==> src/rtl/register_16bit_pkg.sv <==
// Shared types and defaults for the parallel-load data register.
package register_16bit_pkg;

  localparam int unsigned DATA_W = 16;

  typedef logic [DATA_W-1:0] data_t;

  localparam data_t RST_DEFAULT = '0;

endpackage : register_16bit_pkg

==> src/rtl/register_16bit_dff_sync_rst.sv <==
// Single-bit D flip-flop with synchronous active-high reset.
module dff_sync_rst #(
  parameter logic RST_VAL = 1'b0
) (
  input  logic reset,
  input  logic clk,
  input  logic d,
  output logic q
);

  logic q_q;

  // Capture d each rising edge; reset wins over load and acts only at the edge.
  always_ff @(posedge clk) begin
    if (reset) q_q <= RST_VAL;
    else       q_q <= d;
  end

  assign q = q_q;

endmodule : dff_sync_rst

==> src/rtl/register_16bit.sv <==
// Parallel-load WIDTH-bit register built from per-bit synchronous-reset flops.
module register_16bit
  import register_16bit_pkg::*;
#(
  parameter int unsigned      WIDTH       = DATA_W,
  parameter logic [WIDTH-1:0] RESET_VALUE = '0
) (
  input  logic             reset,
  input  logic             clk,
  input  logic [WIDTH-1:0] d,
  output logic [WIDTH-1:0] q
);

  // One flop per bit so each bit of q depends only on the matching bit of d.
  for (genvar i = 0; i < WIDTH; i++) begin : g_bit
    dff_sync_rst #(
      .RST_VAL (RESET_VALUE[i])
    ) u_dff (
      .reset (reset),
      .clk   (clk),
      .d     (d[i]),
      .q     (q[i])
    );
  end

endmodule : register_16bit

==> config.mk <==
export PLATFORM = sky130hd
export DESIGN_NAME = register_16bit
export DESIGN_NICKNAME = d
export VERILOG_FILES = /design/src/rtl/register_16bit_pkg.sv /design/src/rtl/register_16bit_dff_sync_rst.sv /design/src/rtl/register_16bit.sv
export SDC_FILE = /design/constraint.sdc
export NUM_CORES = 1
export LEC_CHECK = 0
export BUFFER_PORTS_ARGS = -buffer_cell sky130_fd_sc_hd__buf_2
export CAP_MARGIN = 10
export CORE_UTILIZATION = 30
export CTS_CLUSTER_DIAMETER = 30
export CTS_CLUSTER_SIZE = 16
export DETAILED_ROUTE_END_ITERATION = 16
export MAX_ROUTING_LAYER = met4
export PLACE_DENSITY_LB_ADDON = 0.12
export SYNTH_ARGS = -nofsm -noshare
export SYNTH_HDL_FRONTEND = slang
export SYNTH_SLANG_ARGS = --single-unit
==> constraint.sdc <==
create_clock -name clk -period 0.8 [get_ports clk]
set_input_delay 0.12 -clock clk [delete_from_list [all_inputs] [get_ports clk]]
set_output_delay 0.12 -clock clk [all_outputs]
set_load 0.01 [all_outputs]
Word level (Yosys, flattened, before mapping):

Cells that the tools add are included.

* register bits: 16
* bits in latches: 0
* bits in writable memories: 0
* ROM bits: 0
* output and inout port bits: 16
* word-level logic and storage cells: 16
* memories: 0

* add/subtract/negate cells: 0
* $mul: 0
* div/mod/pow operators: 0
* magnitude comparators: 0
* equal/unequal tests: 0
* shift-type cells: 0
* multiplexer cells: 0
* bitwise operators: 0
* reduce and logical (&&, ||, !) cells: 0

Depth between registers and ports, before layout:

Gate-level depths: netlist of the first run.

* depth in word-level cells: 0
* mapped depth: 2
* depth with buffers taken out: 1

Cells and area by module:

A second synthesis of the first run with hierarchy kept.

* cells, all modules: 32
* area, all modules: 540.5 um^2

By module, submodules not included
* dff_sync_rst: times used 16, cells each 2, area each 33.8 um^2

Worst setup path before layout of the first run:

Ideal clock, no wire load.

* kind: register to output
* from: register g_bit[0].u_dff.q_q
* to: output q[0]
* arrival: 401 ps
* path slack: 279 ps
* stages on the path, launching flop included: 2
* path buffers: 1
* cell sequence: dfxtp_1 > buf_4

RTL lines
* start, declared: RTL line register_16bit_dff_sync_rst.sv:11 `logic q_q;`
* start signal, assigned: RTL line register_16bit_dff_sync_rst.sv:15 `if (reset) q_q <= RST_VAL;`
* start signal, assigned: RTL line register_16bit_dff_sync_rst.sv:16 `else q_q <= d;`
* end, declared: RTL line register_16bit.sv:11 `output logic [WIDTH-1:0] q`

No word-level cell between the ends.

Worst setup path after layout of the first run:

* from: register g_bit[8].u_dff.q_q
* to: output q[8]

RTL lines (RTL line)
* start, declared: register_16bit_dff_sync_rst.sv:11
* start signal, assigned: register_16bit_dff_sync_rst.sv:15
* start signal, assigned: register_16bit_dff_sync_rst.sv:16

No word-level cell between the ends.

==> flow_metrics.env, run 1 <==
export IMPL_syn_to_final_growth_pct=22.70
export IMPL_path_buf_inv=1
export IMPL_synth_top_area_frac=0.5482
export IMPL_design_area_um2=716.9
export IMPL_hold_class="in -> reg"
export IMPL_antenna_found_initial=0
export IMPL_grt_use_total=0.08855
export IMPL_yosys_register_bits=16
export IMPL_violations="negative setup slack"
export IMPL_ys_flop_type="dfxtp_1"
export IMPL_crit_path_end="q[8]"
export IMPL_p_sw_frac=0.2036
export IMPL_cp_slowest_cell="dfxtp_1"
export IMPL_yosys_area_top_type="dfxtp_1"
export IMPL_yosysWarningCount=0
export IMPL_die_h_um=46.13
export IMPL_ys_top_cells_by_area="dfxtp_1 55%, buf_4 21%, nor2b_2 10%, and2b_2 9.0%, nor2b_1 3.2%"
export IMPL_rows=15
export IMPL_sequentialPowerShare=0.607
export IMPL_cts_sinks=16
export IMPL_switching_power_w=0.0002862
export IMPL_path_class="reg -> out"
export IMPL_htreeDepth=1
export IMPL_arrival_ns=0.71
export IMPL_worst_slack_ns=-0.03003
export IMPL_hold_depth=2
export IMPL_cp_cell_sequence="buf_2"
export IMPL_finalNetCount=89
export IMPL_clk_pin_slew_ns=0.08
export IMPL_wl_per_cell_um=8.298
export IMPL_dr_total_vias=339
export IMPL_synth_edf_count=0
export IMPL_hold_violations=0
export IMPL_cts_buffers=3
export IMPL_dpl_cell_area_um2=656.9
export IMPL_post_route_period_util=1.038
export IMPL_dieWidth_um=46.13
export IMPL_port_buffers=33
export IMPL_initial_core_util=0.3277
export IMPL_maxCapViolCount=0
export IMPL_drt_pass1_iter_count=1
export IMPL_initialDrtViolationCount=0
export IMPL_slew_headroom=0.8840
export IMPL_drv_slew=0
export IMPL_ios=34
export IMPL_p_clk_frac=0.273
export IMPL_cp_required_ns=0.68
export IMPL_core_um2=1783
export IMPL_timing_fmax_ghz=1.205
export IMPL_p_leak_nw=0.3622
export IMPL_finalSetupViolations=16
export IMPL_pwr_share_comb=0.120
export IMPL_grt_overflow_total=0
export IMPL_status="complete, but fails checks"
export IMPL_rsz0062_at_grt="true"
export IMPL_gp_congestion=0.6759
export IMPL_irDropWorstVdd_v=0.0006635
export IMPL_powerDensity_nw_per_um2=1961
export IMPL_post_cts_repair_setup_buffers=0
export IMPL_cts_path_max_buffers=2
export IMPL_endpoint_kind="output pin"
export IMPL_period_needed_ns=0.8300
export IMPL_avgSynthCellArea_um2=11.92
export IMPL_num_antenna_cells=0
export IMPL_synth_common_cells="16 x buf_4, 16 x dfxtp_1, 7 x nor2b_2"
export IMPL_dieArea_um2=2128
export IMPL_critPathTopFamily="flip-flops"
export IMPL_post_route_drc_count=0
export IMPL_dp_cells=91
export IMPL_grt_pass1_vias=317
export IMPL_yosysSeqAreaShare=0.5482
export IMPL_drive_gt1_frac=0.7971
export IMPL_synth_cells=49
export IMPL_cts_tree="built"
export IMPL_largest_reg_flops=16
export IMPL_vias_per_cell=3.606
export IMPL_syn_area_um2=584.3
export IMPL_final_cell_count_no_fill=94
export IMPL_synth_async_reset_ratio=0
export IMPL_cts_hold_fix_buffers=0
export IMPL_cp_depth=1
export IMPL_ant_nets=0
export IMPL_seq_area_um2=326.6
export IMPL_synth_distinct_cells=6
export IMPL_wl_um=780
export IMPL_cpPeakStageDelay_ns=0.32
export IMPL_intPower_w=0.001120
export IMPL_utilization=0.4021
export IMPL_fillers=189
export IMPL_syn_num_nets=67
export IMPL_critPathLaunchType="flop"
export IMPL_grt_max_degree=11
export IMPL_crit_start="g_bit[8].u_dff.q"
export IMPL_path_max_fanout=1
export IMPL_multi_input_area_um2=132.6
export IMPL_cts_root_buf="clkbuf_4"
export IMPL_tightest_slew_ns=0.1740
export IMPL_grt_pass1_wl_um=1193
metal layers:
layer	routed length, um	vias to the layer above	GRT usage
li1	-	171	-
met1	287	151	0.07674
met2	422	17	0.1465
met3	71	0	0.07451
met4	0	0	0.01765
met5	0	-	-
cell type report:
cell class / instances / share of cell area
well taps: 25 / 0.04363
clock buffers: 3 / 0.03141
repair buffers: 34 / 0.2845
flip-flops and latches: 16 / 0.4555
multi-input cells: 16 / 0.1850
worst min-delay path by stage:
stage / endpoint / from
after detailed placement: g_bit[2].u_dff.q / d[2]
after global routing: g_bit[1].u_dff.q / d[1]
after global placement: g_bit[3].u_dff.q / d[3]
final: g_bit[2].u_dff.q / d[2]
after floorplan: g_bit[0].u_dff.q / d[0]
after CTS: g_bit[2].u_dff.q / d[2]
power by group through the flow:
| stage | registers [W] | logic [W] | clock network (W) |
|---|---|---|---|
| 2_1_floorplan | 0.000866 | 0.000131 | 0 |
| 3_3_place_gp | 0.000867 | 0.000158 | 0 |
| 3_5_place_dp | 0.000867 | 0.000158 | 0 |
| 4_1_cts | 0.000848 | 0.000158 | 0.000415 |
| 5_1_grt | 0.000858 | 0.000186 | 0.000451 |
| 6_report | 0.000853 | 0.000169 | 0.000384 |
cells in the final DEF, fill, tap and decap left out:
cell	count
buf_2	28
dfxtp_1	11
nor2b_2	7
and2b_2	6
dfxtp_2	5
buf_6	5
nor2b_1	3
clkbuf_4	3
buf_4	1
cell families (layout without fill, tap and decap cells):
family	after synthesis	in the layout	share of synthesized area
flops	16	16	0.5482
buf+inv	17	37	0.2248
simple gates	16	16	0.2270
through the flow:
| step | TNS, ns | power [W] | hold slack, ns | worst slack (ns) |
|---|---|---|---|---|
| 6_report | -0.3073 | 0.001406 | 0.05021 | -0.03003 |
| 5_1_grt | -1.034 | 0.001495 | 0.03948 | -0.07121 |
| 4_1_cts | -0.6221 | 0.001421 | 0.03809 | -0.05028 |
| 3_5_place_dp | 0 | 0.001025 | 0.3314 | 0.1115 |
| 3_3_place_gp | 0 | 0.001025 | 0.3357 | 0.1323 |
| 2_1_floorplan | 0 | 0.0009968 | 0.2482 | 0.2788 |
timing repair:
action,in CTS,in global routing
resized for setup,0,10
setup endpoints to repair,16,16
pin swaps,0,0
hold endpoints to repair,0,0
No activity file was read; power rests on OpenSTA's default activity.
==> run 2, diff against run 1 <==
==> constraint.sdc (replaced) <==
create_clock -name clk -period 0.8 [get_ports clk]
set_input_delay 0.12 -clock clk [delete_from_list [all_inputs] [get_ports clk]]
set_output_delay 0.12 -clock clk [all_outputs]
set_load 0.02 [all_outputs]
==> run 2 against run 1 <==
The flow still finishes with violations (negative setup slack). First-iteration DRC count unchanged. Wire length up 4.2%. Cell area up 12%. Combinational power up 40%. Critical endpoint is now q[9]. Core utilization up 4.6 points. Critical path depth unchanged. Non-clock buffer count unchanged. Clock power up 1%. Flip-flop and latch count unchanged.
==> flow_metrics.env, run 2 (same netlist as run 1, synthesis figures left out) <==
export IMPL_p_leak_nw=0.3798
export IMPL_dpl_cell_area_um2=656.9
export IMPL_drt_pass1_iter_count=1
export IMPL_crit_start="g_bit[9].u_dff.q"
export IMPL_dp_cells=91
export IMPL_wl_per_cell_um=8.649
export IMPL_cp_cell_sequence="buf_6"
export IMPL_drv_slew=0
export IMPL_initial_core_util=0.3277
export IMPL_endpoint_kind="output pin"
export IMPL_htreeDepth=1
export IMPL_finalNetCount=89
export IMPL_hold_class="in -> reg"
export IMPL_dr_total_vias=342
export IMPL_drive_gt1_frac=0.9565
export IMPL_pwr_share_comb=0.159
export IMPL_syn_to_final_growth_pct=36.83
export IMPL_post_route_drc_count=0
export IMPL_critPathLaunchType="flop"
export IMPL_final_common_cell="buf_2"
export IMPL_timing_fmax_ghz=1.198
export IMPL_cts_tree="built"
export IMPL_finalSetupViolations=16
export IMPL_switching_power_w=0.0003288
export IMPL_arrival_ns=0.71
export IMPL_utilization=0.4484
export IMPL_rsz0062_at_grt="true"
export IMPL_wl_um=813
export IMPL_grt_pass1_wl_um=1221
export IMPL_clk_pin_slew_ns=0.08
export IMPL_period_needed_ns=0.8344
export IMPL_multi_input_area_um2=132.6
export IMPL_initialDrtViolationCount=0
export IMPL_core_um2=1783
export IMPL_fillers=180
export IMPL_largest_reg_flops=16
export IMPL_worst_slack_ns=-0.03439
export IMPL_critPathTopFamily="flip-flops"
export IMPL_cts_root_buf="clkbuf_4"
export IMPL_setup_tns_final_ns=-0.5127
export IMPL_num_antenna_cells=0
export IMPL_met2_length_um=466
export IMPL_cts_buffers=3
export IMPL_cts_path_max_buffers=2
export IMPL_dieWidth_um=46.13
export IMPL_grt_max_degree=11
export IMPL_top_layer="met3"
export IMPL_antenna_found_initial=0
export IMPL_post_route_period_util=1.043
export IMPL_intPower_w=0.001161
export IMPL_die_h_um=46.13
export IMPL_design_area_um2=799.5
export IMPL_wl_met1_um=277
export IMPL_hold_violations=0
export IMPL_maxCapViolCount=0
export IMPL_cp_depth=1
export IMPL_tightest_slew_ns=0.1671
export IMPL_status="complete, but fails checks"
export IMPL_path_max_fanout=1
export IMPL_sequentialPowerShare=0.581
export IMPL_cp_required_ns=0.68
export IMPL_slew_headroom=0.8886
export IMPL_rows=15
export IMPL_vias_per_cell=3.638
export IMPL_cp_slowest_cell="dfxtp_2"
export IMPL_routed_wl_met3_um=68
export IMPL_gp_congestion=0.6759
export IMPL_path_buf_inv=1
export IMPL_port_buffers=33
export IMPL_irDropWorstVdd_v=0.0007279
export IMPL_cts_hold_fix_buffers=0
export IMPL_grt_overflow_total=0
export IMPL_p_clk_frac=0.260
export IMPL_violations="negative setup slack"
export IMPL_dieArea_um2=2128
export IMPL_final_cell_count_no_fill=94
export IMPL_ios=34
export IMPL_ant_nets=0
export IMPL_p_sw_frac=0.2207
export IMPL_crit_path_end="q[9]"
export IMPL_grt_pass1_vias=318
export IMPL_total_power_w=0.001490
export IMPL_grt_use_total=0.09114
export IMPL_powerDensity_nw_per_um2=1863
export IMPL_cpPeakStageDelay_ns=0.32
export IMPL_seq_area_um2=340.3
export IMPL_most_common_layout_cells="17 x buf_2, 16 x dfxtp_2, 16 x buf_6"
export IMPL_cts_sinks=16
export IMPL_path_class="reg -> out"
==> run 2: worst min-delay path by stage <==
stage	depth (start not counted)	start	slack [ns]	endpoint
2_1_floorplan	1	d[0]	0.25	g_bit[0].u_dff.q
3_5_place_dp	2	d[2]	0.33	g_bit[2].u_dff.q
3_3_place_gp	2	d[3]	0.34	g_bit[3].u_dff.q
4_1_cts	2	d[2]	0.04	g_bit[2].u_dff.q
5_1_grt	2	d[1]	0.04	g_bit[1].u_dff.q
6_report	2	d[2]	0.05	g_bit[2].u_dff.q
==> run 2: power groups by stage <==
stage               Combinational, W  Clock [W]  Sequential, W
floorplan                   0.000166          0       0.000866
global placement            0.000191          0       0.000867
detailed placement          0.000191          0       0.000867
CTS                         0.000239   0.000415       0.000867
global route                0.000254   0.000453       0.000870
finish                      0.000236   0.000388       0.000866
==> run 2: area by class of cell <==
class                           count  area share
Tap cell                           25     0.03912
Timing Repair Buffer               34      0.3412
Clock buffer                        3     0.02817
Sequential cell                    16      0.4257
Multi-Input combinational cell     16      0.1659
==> run 2: metal layers <==
| metal | track usage | vias up |
|---|---|---|
| li1 | - | 171 |
| met2 | 0.1577 | 17 |
| met5 | - | - |
| met1 | 0.07692 | 154 |
| met3 | 0.07059 | 0 |
| met4 | 0.01765 | 0 |
==> run 2: timing repair <==
action                                  in CTS  in global routing
endpoints found under the setup margin      16                 16
buffers inserted                             0                  0
gates resized for setup                     48                  0
==> run 2: metrics by stage <==
stage | setup WS (ns) | hold WS, ns
2_1_floorplan | 0.2640 | 0.2482
6_report | -0.03439 | 0.04835
5_1_grt | -0.07177 | 0.03906
3_5_place_dp | 0.1115 | 0.3314
4_1_cts | -0.05198 | 0.03800
3_3_place_gp | 0.1323 | 0.3357
==> run 3, diff against run 2 <==
--- a/config.mk
+++ b/config.mk
@@ -11,8 +11,9 @@
 export CTS_CLUSTER_DIAMETER = 30
 export CTS_CLUSTER_SIZE = 16
 export DETAILED_ROUTE_END_ITERATION = 16
+export GPL_ROUTABILITY_DRIVEN = 0
 export MAX_ROUTING_LAYER = met4
-export PLACE_DENSITY_LB_ADDON = 0.12
+export PLACE_DENSITY = 0.57
 export SYNTH_ARGS = -nofsm -noshare
 export SYNTH_HDL_FRONTEND = slang
 export SYNTH_SLANG_ARGS = --single-unit
==> run 3 against run 2 <==
The flow still finishes with violations (negative setup slack). Power grew 8.2%. Combinational power up 3%. Flip-flop and latch count stayed put. Die area unchanged. Cell area rose by 2.7%. Wire length grew 1.8%. Cell count is 2.1% higher. Worst hold slack worse by 0.00065 ns. Via count increased by 2.3%. Global-route usage rose by 0.67 points. Core utilization is 1.2 points higher. Maximum frequency shrank 1.2%.
==> flow_metrics.env, run 3 (same netlist as run 1, synthesis figures left out) <==
export IMPL_arrival_ns=0.72
export IMPL_rsz0062_at_grt="true"
export IMPL_grt_pass1_vias=360
export IMPL_drt_pass1_iter_count=1
export IMPL_core_um2=1783
export IMPL_powerDensity_nw_per_um2=1964
export IMPL_critPathTopFamily="flip-flops"
export IMPL_cp_cell_sequence="buf_6"
export IMPL_wl_per_cell_um=8.625
export IMPL_num_antenna_cells=0
export IMPL_maxCapViolCount=0
export IMPL_timing_fmax_ghz=1.184
export IMPL_cts_hold_fix_buffers=0
export IMPL_critPathLaunchType="flop"
export IMPL_min_to="g_bit[13].u_dff.q"
export IMPL_slew_headroom=0.9257
export IMPL_antenna_found_initial=0
export IMPL_cts_sinks=16
export IMPL_violations="negative setup slack"
export IMPL_largest_reg_flops=16
export IMPL_grt_use_total=0.09783
export IMPL_drv_slew=0
export IMPL_post_route_drc_count=0
export IMPL_cp_required_ns=0.68
export IMPL_initial_core_util=0.3277
export IMPL_path_buf_inv=1
export IMPL_dp_cells=92
export IMPL_finalSetupViolations=16
export IMPL_grt_overflow_total=0
export IMPL_grt_max_degree=10
export IMPL_worst_slack_ns=-0.04471
export IMPL_hold_ws_ns=0.04770
export IMPL_hold_class="in -> reg"
export IMPL_syn_to_final_growth_pct=40.47
export IMPL_cts_path_max_buffers=2
export IMPL_fillers=178
export IMPL_endpoint_kind="output pin"
export IMPL_htreeDepth=1
export IMPL_dieArea_um2=2128
export IMPL_post_route_period_util=1.056
export IMPL_hold_violations=0
export IMPL_cts_buffers=3
export IMPL_cts_tree="built"
export IMPL_dr_total_vias=350
export IMPL_cp_slowest_cell="dfxtp_2"
export IMPL_ant_nets=0
export IMPL_initialDrtViolationCount=0
export IMPL_grt_pass1_wl_um=1304
export IMPL_p_leak_nw=0.3918
export IMPL_final_cell_count_no_fill=96
export IMPL_status="complete, but fails checks"
export IMPL_setup_tns_final_ns=-0.6176
export IMPL_path_max_fanout=1
export IMPL_min_delay_start="d[13]"
export IMPL_port_buffers=33
export IMPL_wl_um=828
export IMPL_tightest_slew_ns=0.1115
export IMPL_dpl_cell_area_um2=664.4
export IMPL_path_class="reg -> out"
export IMPL_final_common_cell="buf_2"
export IMPL_utilization=0.4604
export IMPL_ios=34
export IMPL_cts_root_buf="clkbuf_4"
export IMPL_finalNetCount=90
export IMPL_most_common_layout_cells="17 x buf_2, 16 x dfxtp_2, 16 x buf_6"
export IMPL_hold_depth=2
export IMPL_vias_per_cell=3.646
export IMPL_dieWidth_um=46.13
export IMPL_period_needed_ns=0.8447
export IMPL_die_h_um=46.13
export IMPL_irDropWorstVdd_v=0.0009880
export IMPL_cpPeakStageDelay_ns=0.33
export IMPL_rows=15
export IMPL_drive_gt1_frac=0.9577
export IMPL_design_area_um2=820.8
export IMPL_clk_pin_slew_ns=0.08
## run 3: cell types whose count changed in the layout (fill, tap and decap cells not counted), sizes merged
cell,before,now
buf,34,35
clkbuf,3,4
## run 3: power breakdown
| part | total, W | switching [W] | internal, W |
|---|---|---|---|
| sequential | 0.000866 | 0.0000188 | 0.000847 |
| clock | 0.000504 | 0.000228 | 0.000277 |
| combinational | 0.000242 | 0.0000988 | 0.000143 |
## run 3: repair_timing
item / in CTS / in global routing
resized for setup: 48 / 0
setup buffers: 0 / 0
endpoints found under the setup margin: 16 / 16
## run 3: routing by layer
layer,part of all wire,vias up,GRT usage,routed length [um]
li1,-,173,-,-
met1,0.31,149,0.07212,260
met2,0.55,28,0.1718,458
met3,0.13,0,0.07843,109
met4,0,0,0.03529,0
met5,0,-,-,0
## run 3: per-stage QoR
step	power, W	setup slack [ns]
3_5_place_dp	0.001060	0.1744
5_1_grt	0.001717	-0.09574
6_report	0.001612	-0.04471
2_1_floorplan	0.001031	0.2640
4_1_cts	0.001641	-0.05978
3_3_place_gp	0.001058	0.2039
## run 3: worst max path at each step
stage	start	end	slack, ns	cells past startpoint
2_1_floorplan	g_bit[0].u_dff.q	q[0]	0.26	1
3_3_place_gp	reset	g_bit[12].u_dff.q	0.20	3
3_5_place_dp	reset	g_bit[11].u_dff.q	0.17	3
4_1_cts	g_bit[0].u_dff.q	q[0]	-0.06	1
5_1_grt	g_bit[10].u_dff.q	q[10]	-0.1	1
6_report	g_bit[0].u_dff.q	q[0]	-0.04	1
## run 3: layout make-up
type | instances | area [um^2] | area share
clock buffer | 4 | 36.28 | 0.04421
multi-input combinational | 16 | 132.6 | 0.1616
sequential | 16 | 340.3 | 0.4146
tap | 25 | 31.28 | 0.03811
timing repair buffer | 35 | 280.3 | 0.3415
